File: config.mk
export PLATFORM = sky130hd
export DESIGN_NAME = fmap_collector_flat
export DESIGN_NICKNAME = d
export VERILOG_FILES = /design/src/rtl/fmap_collector_if.sv /design/src/rtl/fmap_collector.sv /design/src/flat_wrapper.sv
export SDC_FILE = /design/constraint.sdc
export NUM_CORES = 2
export LEC_CHECK = 0
export BUFFER_PORTS_ARGS = -buffer_cell sky130_fd_sc_hd__buf_2
export CAP_MARGIN = 20
export CORE_MARGIN = 2
export CORE_UTILIZATION = 30
export DETAILED_ROUTE_END_ITERATION = 8
export SLEW_MARGIN = 0
export SYNTH_ARGS = -nofsm -noshare
export SYNTH_HDL_FRONTEND = slang
export SYNTH_SLANG_ARGS = --single-unit
export TNS_END_PERCENT = 1
File: constraint.sdc
create_clock -name clk -period 15.8 [get_ports clk]
set_clock_uncertainty 0.1 [all_clocks]
set_input_delay 1.58 -clock clk [delete_from_list [all_inputs] [get_ports clk]]
set_output_delay 1.58 -clock clk [all_outputs]
set_load 0.02 [all_outputs]
File: src/rtl/fmap_collector_if.sv
// Bus bundle for fmap_collector: frame control, result stream in, status out, and the read-back port.
interface fmap_collector_if #(
  parameter int DATA_W = 8,
  parameter int ADDR_W = 8
);
  logic                     start;
  logic [7:0]               fm_width;
  logic [7:0]               fm_height;
  logic                     valid_in;
  logic signed [DATA_W-1:0] din;
  logic                     busy;
  logic                     frame_done;
  logic                     overflow;
  logic                     cfg_err;
  logic [ADDR_W:0]          sample_count;
  logic [7:0]               cur_row;
  logic [7:0]               cur_col;
  logic                     rd_en;
  logic [ADDR_W-1:0]        rd_addr;
  logic [DATA_W-1:0]        rd_data;
  logic                     rd_valid;

  modport master (
    output start, fm_width, fm_height, valid_in, din, rd_en, rd_addr,
    input  busy, frame_done, overflow, cfg_err, sample_count, cur_row, cur_col, rd_data, rd_valid
  );

  modport slave (
    input  start, fm_width, fm_height, valid_in, din, rd_en, rd_addr,
    output busy, frame_done, overflow, cfg_err, sample_count, cur_row, cur_col, rd_data, rd_valid
  );
endinterface

File: src/rtl/fmap_collector.sv
// Collects the row-major pooled feature-map stream into a frame buffer with a 1-cycle read port.
// Define FMAP_UINT8_OUT_EN to present read data offset by +128 (unsigned pixel range).
module fmap_collector #(
  parameter int DATA_W  = 8,
  parameter int MAX_DIM = 16,
  parameter int DEPTH   = MAX_DIM * MAX_DIM,
  parameter int ADDR_W  = 8
) (
  input  logic            clk,
  input  logic            rst,
  fmap_collector_if.slave bus
);
  localparam int MEM_AW = (DEPTH > 1) ? $clog2(DEPTH) : 1;

  typedef enum logic [1:0] {
    ST_IDLE    = 2'd0,
    ST_COLLECT = 2'd1,
    ST_DONE    = 2'd2
  } state_e;

  state_e            state_q, state_d;
  logic [7:0]        width_q, width_d;
  logic [7:0]        height_q, height_d;
  logic              overflow_q, overflow_d;
  logic              cfg_err_q, cfg_err_d;
  logic [ADDR_W:0]   sample_count_q, sample_count_d;
  logic [7:0]        cur_row_q, cur_row_d;
  logic [7:0]        cur_col_q, cur_col_d;
  logic [DATA_W-1:0] rd_data_q, rd_data_d;
  logic              rd_valid_q, rd_valid_d;
  logic [DATA_W-1:0] mem_q [DEPTH];

  logic              dims_ok_s;
  logic              wr_en_s;
  logic [ADDR_W-1:0] wr_addr_s;
  logic [ADDR_W:0]   count_next_s;
  logic [31:0]       frame_total_s;

  function automatic logic [DATA_W-1:0] rd_format(input logic [DATA_W-1:0] raw);
`ifdef FMAP_UINT8_OUT_EN
    rd_format = {~raw[DATA_W-1], raw[DATA_W-2:0]};
`else
    rd_format = raw;
`endif
  endfunction

  assign dims_ok_s     = (bus.fm_width != 8'd0) && (bus.fm_height != 8'd0) &&
                         (bus.fm_width <= 8'(MAX_DIM)) && (bus.fm_height <= 8'(MAX_DIM));
  assign wr_addr_s     = ADDR_W'(32'(cur_row_q) * 32'(width_q) + 32'(cur_col_q));
  assign count_next_s  = sample_count_q + (ADDR_W+1)'(1);
  assign frame_total_s = 32'(width_q) * 32'(height_q);

  // Frame control: start wins over a coincident sample; stray samples only raise overflow.
  always_comb begin
    state_d        = state_q;
    width_d        = width_q;
    height_d       = height_q;
    overflow_d     = overflow_q;
    cfg_err_d      = cfg_err_q;
    sample_count_d = sample_count_q;
    cur_row_d      = cur_row_q;
    cur_col_d      = cur_col_q;
    wr_en_s        = 1'b0;
    if (bus.start) begin
      if (dims_ok_s) begin
        width_d        = bus.fm_width;
        height_d       = bus.fm_height;
        cfg_err_d      = 1'b0;
        overflow_d     = 1'b0;
        sample_count_d = '0;
        cur_row_d      = 8'd0;
        cur_col_d      = 8'd0;
        state_d        = ST_COLLECT;
      end else begin
        cfg_err_d = 1'b1;
        state_d   = ST_IDLE;
      end
    end else if (bus.valid_in) begin
      case (state_q)
        ST_COLLECT: begin
          wr_en_s        = 1'b1;
          sample_count_d = count_next_s;
          if (32'(count_next_s) == frame_total_s) begin
            state_d   = ST_DONE;
            cur_row_d = 8'd0;
            cur_col_d = 8'd0;
          end else if (cur_col_q == width_q - 8'd1) begin
            cur_col_d = 8'd0;
            cur_row_d = cur_row_q + 8'd1;
          end else begin
            cur_col_d = cur_col_q + 8'd1;
          end
        end
        ST_IDLE, ST_DONE: overflow_d = 1'b1;
        default:          state_d    = ST_IDLE;
      endcase
    end else begin
      state_d = state_q;
    end
  end

  // Read path samples the array before this cycle's write lands, giving read-before-write.
  always_comb begin
    rd_valid_d = bus.rd_en;
    rd_data_d  = rd_data_q;
    if (bus.rd_en) begin
      if (32'(bus.rd_addr) < 32'(DEPTH)) begin
        rd_data_d = rd_format(mem_q[bus.rd_addr[MEM_AW-1:0]]);
      end else begin
        rd_data_d = {DATA_W{1'b0}};
      end
    end else begin
      rd_data_d = rd_data_q;
    end
  end

  // Control and status registers.
  always_ff @(posedge clk or posedge rst) begin
    if (rst) begin
      state_q        <= ST_IDLE;
      width_q        <= 8'd0;
      height_q       <= 8'd0;
      overflow_q     <= 1'b0;
      cfg_err_q      <= 1'b0;
      sample_count_q <= '0;
      cur_row_q      <= 8'd0;
      cur_col_q      <= 8'd0;
      rd_data_q      <= {DATA_W{1'b0}};
      rd_valid_q     <= 1'b0;
    end else begin
      state_q        <= state_d;
      width_q        <= width_d;
      height_q       <= height_d;
      overflow_q     <= overflow_d;
      cfg_err_q      <= cfg_err_d;
      sample_count_q <= sample_count_d;
      cur_row_q      <= cur_row_d;
      cur_col_q      <= cur_col_d;
      rd_data_q      <= rd_data_d;
      rd_valid_q     <= rd_valid_d;
    end
  end

  // Frame buffer storage, deliberately not reset.
  always_ff @(posedge clk) begin
    if (wr_en_s) begin
      mem_q[wr_addr_s[MEM_AW-1:0]] <= bus.din;
    end
  end

  assign bus.busy         = (state_q == ST_COLLECT);
  assign bus.frame_done   = (state_q == ST_DONE);
  assign bus.overflow     = overflow_q;
  assign bus.cfg_err      = cfg_err_q;
  assign bus.sample_count = sample_count_q;
  assign bus.cur_row      = cur_row_q;
  assign bus.cur_col      = cur_col_q;
  assign bus.rd_data      = rd_data_q;
  assign bus.rd_valid     = rd_valid_q;
endmodule

File: src/flat_wrapper.sv
// flat-port wrapper written by rule: the top's interface ports become plain ports
module fmap_collector_flat 
#(
  parameter int DATA_W  = 8,
  parameter int MAX_DIM = 16,
  parameter int DEPTH   = MAX_DIM * MAX_DIM,
  parameter int ADDR_W  = 8
)
  (clk, rst, bus_start, bus_fm_width, bus_fm_height, bus_valid_in, bus_din, bus_rd_en, bus_rd_addr, bus_busy, bus_frame_done, bus_overflow, bus_cfg_err, bus_sample_count, bus_cur_row, bus_cur_col, bus_rd_data, bus_rd_valid);
  fmap_collector_if #(.DATA_W(DATA_W), .ADDR_W(ADDR_W)) bus_i ();
  input  logic clk;
  input  logic rst;
  input wire logic [$bits(bus_i.start)-1:0] bus_start;
  input wire logic [$bits(bus_i.fm_width)-1:0] bus_fm_width;
  input wire logic [$bits(bus_i.fm_height)-1:0] bus_fm_height;
  input wire logic [$bits(bus_i.valid_in)-1:0] bus_valid_in;
  input wire logic [$bits(bus_i.din)-1:0] bus_din;
  input wire logic [$bits(bus_i.rd_en)-1:0] bus_rd_en;
  input wire logic [$bits(bus_i.rd_addr)-1:0] bus_rd_addr;
  output wire logic [$bits(bus_i.busy)-1:0] bus_busy;
  output wire logic [$bits(bus_i.frame_done)-1:0] bus_frame_done;
  output wire logic [$bits(bus_i.overflow)-1:0] bus_overflow;
  output wire logic [$bits(bus_i.cfg_err)-1:0] bus_cfg_err;
  output wire logic [$bits(bus_i.sample_count)-1:0] bus_sample_count;
  output wire logic [$bits(bus_i.cur_row)-1:0] bus_cur_row;
  output wire logic [$bits(bus_i.cur_col)-1:0] bus_cur_col;
  output wire logic [$bits(bus_i.rd_data)-1:0] bus_rd_data;
  output wire logic [$bits(bus_i.rd_valid)-1:0] bus_rd_valid;
  assign bus_i.start = bus_start;
  assign bus_i.fm_width = bus_fm_width;
  assign bus_i.fm_height = bus_fm_height;
  assign bus_i.valid_in = bus_valid_in;
  assign bus_i.din = bus_din;
  assign bus_i.rd_en = bus_rd_en;
  assign bus_i.rd_addr = bus_rd_addr;
  assign bus_busy = bus_i.busy;
  assign bus_frame_done = bus_i.frame_done;
  assign bus_overflow = bus_i.overflow;
  assign bus_cfg_err = bus_i.cfg_err;
  assign bus_sample_count = bus_i.sample_count;
  assign bus_cur_row = bus_i.cur_row;
  assign bus_cur_col = bus_i.cur_col;
  assign bus_rd_data = bus_i.rd_data;
  assign bus_rd_valid = bus_i.rd_valid;
  fmap_collector #(.DATA_W(DATA_W), .MAX_DIM(MAX_DIM), .DEPTH(DEPTH), .ADDR_W(ADDR_W)) u_core (.clk(clk), .rst(rst), .bus(bus_i));
endmodule
==> metrics.cfg <==
[status]
status=finished clean

[finish]
final_layout_size_suffix_gt1_share_pct=26.2
finalNetCount=4216
layout_commonest_cell=edfxtp_1
syn_to_final_growth_pct=13.7
utilization_pct=34.2
layout_common_cells=edfxtp_1 (2048), mux4_2 (656), nor2_1 (295)

[synth]
synth_top_cell_by_area=edfxtp_1
synth_flop_cell=edfxtp_1
yosysSeqAreaShare_pct=74.1
synthArstFlopShare_pct=2.57
syn_nets=4090
synth.top_cell.area_share_pct=72.5
synth_edf_count=2048
syn-instance-count=3942
syn_area_per_cell_um2=21.5
ys_ff_latch=2102
synth_warnings=0
post_synth_instance_area_um2=84800
synth.area.top_cells=edfxtp_1 (73%), mux4_2 (17%), dfrtp_1 (1.6%)
yosysUniqueCellTypes=62

[setup_path]
crit_required_ns=16.15
cp-start-kind=flip-flop
r2r_cells=16
cp-startpoint=u_core.width_q[1]
r2r-start=u_core.width_q[1]
endpoint_kind=flip-flop
cp_common_cell=fa_1
cp_max_fo=19
worstPathCellList=nand2_1 -> fa_1 -> fa_1 -> inv_1 -> ha_1 -> inv_1 -> fa_1 -> inv_1 -> fa_1 -> a21o_1 -> a21oi_1 -> xnor2_1 -> xor2_1 -> nor2_1 -> nand2_1 -> nor2_1
crit_cells=16
crit_type=reg -> reg
cp.arrival_ns=7.52
critPathMaxStageDelay_ns=0.88
critPathBufInv=3
slowest_stage=nand2_1
cp_top_family=simple AND/OR/NAND/NOR gates

[die]
start_util_pct=30.1
die-height_um=536
rows=195
die_w_um=536
core_um2=282000
pin_count=75
die_area_um2=287000

[route]
totalWireLength_mm=202
via_count=39400
drc=0
viasPerCell=4.94
first_pass_iters=5
ant_nets=0
routedWlPerCell_um=25.2
drt_iter0_drc=4061

[timing]
slew_violations=0
max_freq_mhz=139
relSlewSlack_pct=26.1
setup_viol=0
finalHoldViolCount=0
period_minus_slack_ns=7.17
min_period_over_period_pct=45.4
rsz0062_at_grt=false
fin_setup_tns_ns=0
tightest_slew_ns=1.10

[global_routing]
use_met1_pct=18.6
grt-ovfl-total=0
grt_pass1_vias=41000
grtUsageMet2_pct=22.8
antenna_found_initial=8
grt_use_met3_pct=3.02
busiest_layer=met2
grt_pass1_wl_mm=292
grt_max_degree=156
grt_usage_pct=13.9

[power_and_ir_drop]
powerDensity_nw_per_um2=121
max-vdd-ir-drop_v=0.0000968
p_leak_nw=29.8

[clock_network]
clk_root_buffer_cell=clkbuf_16
cts_tree=built
cts_setup_buffers=0
cts_htree_levels=4
worstSkewPairLatency_ns=0.87
clkSinkCount=2102
cts_resized=0
cts_hold_buf=0
clk_path_buf_depth=3
cts.clk_slew.worst_paths_ns=0.07
cts_buffers=206

[placed_design]
numPortBuffers=74
place_hpwl_mm=121
gp_congestion=0.770

[worst_hold_path]
hold_start=u_core.bus.cfg_err
hold_depth=1
min_path_type=reg -> reg

[flow_run]
cap_violations=0

## cell usage after synthesis, types with 2 or more instances
| cell type | count |
|---|---|
| clkbuf_1 | 134 |
| inv_1 | 83 |
| a2111oi_0 | 3 |
| and3_1 | 5 |
| buf_1 | 38 |
| nand2_1 | 100 |
| o31ai_1 | 4 |
| nor2_1 | 295 |
| mux4_2 | 656 |
| a21o_1 | 7 |
| nand3_1 | 23 |
| nand3b_1 | 5 |
| o21a_1 | 6 |
| o22ai_1 | 16 |
| a41oi_1 | 2 |
| or3b_2 | 4 |
| and2_1 | 69 |
| or3_1 | 4 |
| nand2b_1 | 3 |
| nor2b_1 | 8 |
| a21oi_1 | 14 |
| edfxtp_1 | 2048 |
| xnor2_1 | 41 |
| nor3b_1 | 5 |
| nor3_1 | 17 |
| buf_2 | 44 |
| o21ai_0 | 40 |
| ha_1 | 57 |
| fa_1 | 54 |
| dfrtp_1 | 54 |
| o2111ai_1 | 3 |
| nand4_1 | 9 |
| mux2i_1 | 18 |
| nor4_1 | 3 |
| xor2_1 | 15 |
| o211ai_1 | 2 |
| nor4b_1 | 2 |
| a22oi_1 | 16 |
| a211oi_1 | 2 |
| o21bai_1 | 3 |
| mux2_2 | 9 |
## cells by family (layout without fill, tap and decap cells)
group	count (synthesis)	count (layout)	share of synthesized area (%)
multiplexers	684	684	17.8
flip-flops	2102	2102	74.1
AND/OR/NAND/NOR	559	559	2.97
adder cells (fa/ha/maj)	111	111	2.12
AO/OA/AOI/OAI	129	129	1.02
other	0	1	0
XOR/XNOR	57	57	0.605
buffers and inverters	300	598	1.40
## worst paths after layout
check                                             end  slack [ns]
setup / recovery                 u_core.mem_q[175][5]        8.63
hold / removal                     u_core.bus.cfg_err        0.40
setup reg to reg                 u_core.mem_q[175][5]        8.63
hold reg to reg                    u_core.bus.cfg_err        0.40
max in group asynchronous         u_core.bus.rd_valid       14.03
min in group asynchronous  u_core.bus.sample_count[3]        0.88
## registers in the layout, indices dropped and copies added, names as in the netlist
signal / flops
u_core.bus.cfg_err: 1
u_core.bus.cur_col: 8
u_core.bus.cur_row: 8
u_core.bus.overflow: 1
u_core.bus.rd_data: 8
u_core.bus.rd_valid: 1
u_core.bus.sample_count: 9
u_core.height_q: 8
u_core.mem_q: 2048
u_core.state_q: 2
u_core.width_q: 8
## final cells by class
cell class                      instances  area, um2
Sequential cell                      2102      62900
Inverter                               83        312
Fill cell                           26000     185000
Antenna cell                            1       2.50
Tap cell                             3743       4680
Clock inverter                        124       1360
Timing Repair Buffer                  135       1010
Clock buffer                          256       5430
Multi-Input combinational cell       1540      20800
## per-stage QoR
step	worst slack, ns	instances	power (mW)	hold slack [ns]	instance area [um2]
5_1_grt	8.33	7984	12.0	0.420	96400
2_1_floorplan	10.45	3942	6.61	0.440	84800
3_5_place_dp	8.41	7600	6.91	0.396	89600
6_report	8.63	7984	11.7	0.401	96400
4_1_cts	8.57	7980	11.8	0.411	96400
3_3_place_gp	8.30	7600	6.90	0.363	89600
## layer usage
metal | vias to the layer above | routed length (um) | share of wire [%]
li1 | 16500 | - | -
met1 | 21300 | 83500 | 41
met2 | 1367 | 98300 | 49
met3 | 290 | 14100 | 7.0
met4 | 4 | 5600 | 2.8
met5 | - | 24 | 0.012
## where the power goes
| group | internal (mW) | switching, mW |
|---|---|---|
| clock network | 2.78 | 2.12 |
| logic | 0.231 | 0.415 |
| registers | 6.12 | 0.0146 |
| total | 9.13 | 2.55 |
Power figures use the tool's default switching activity.
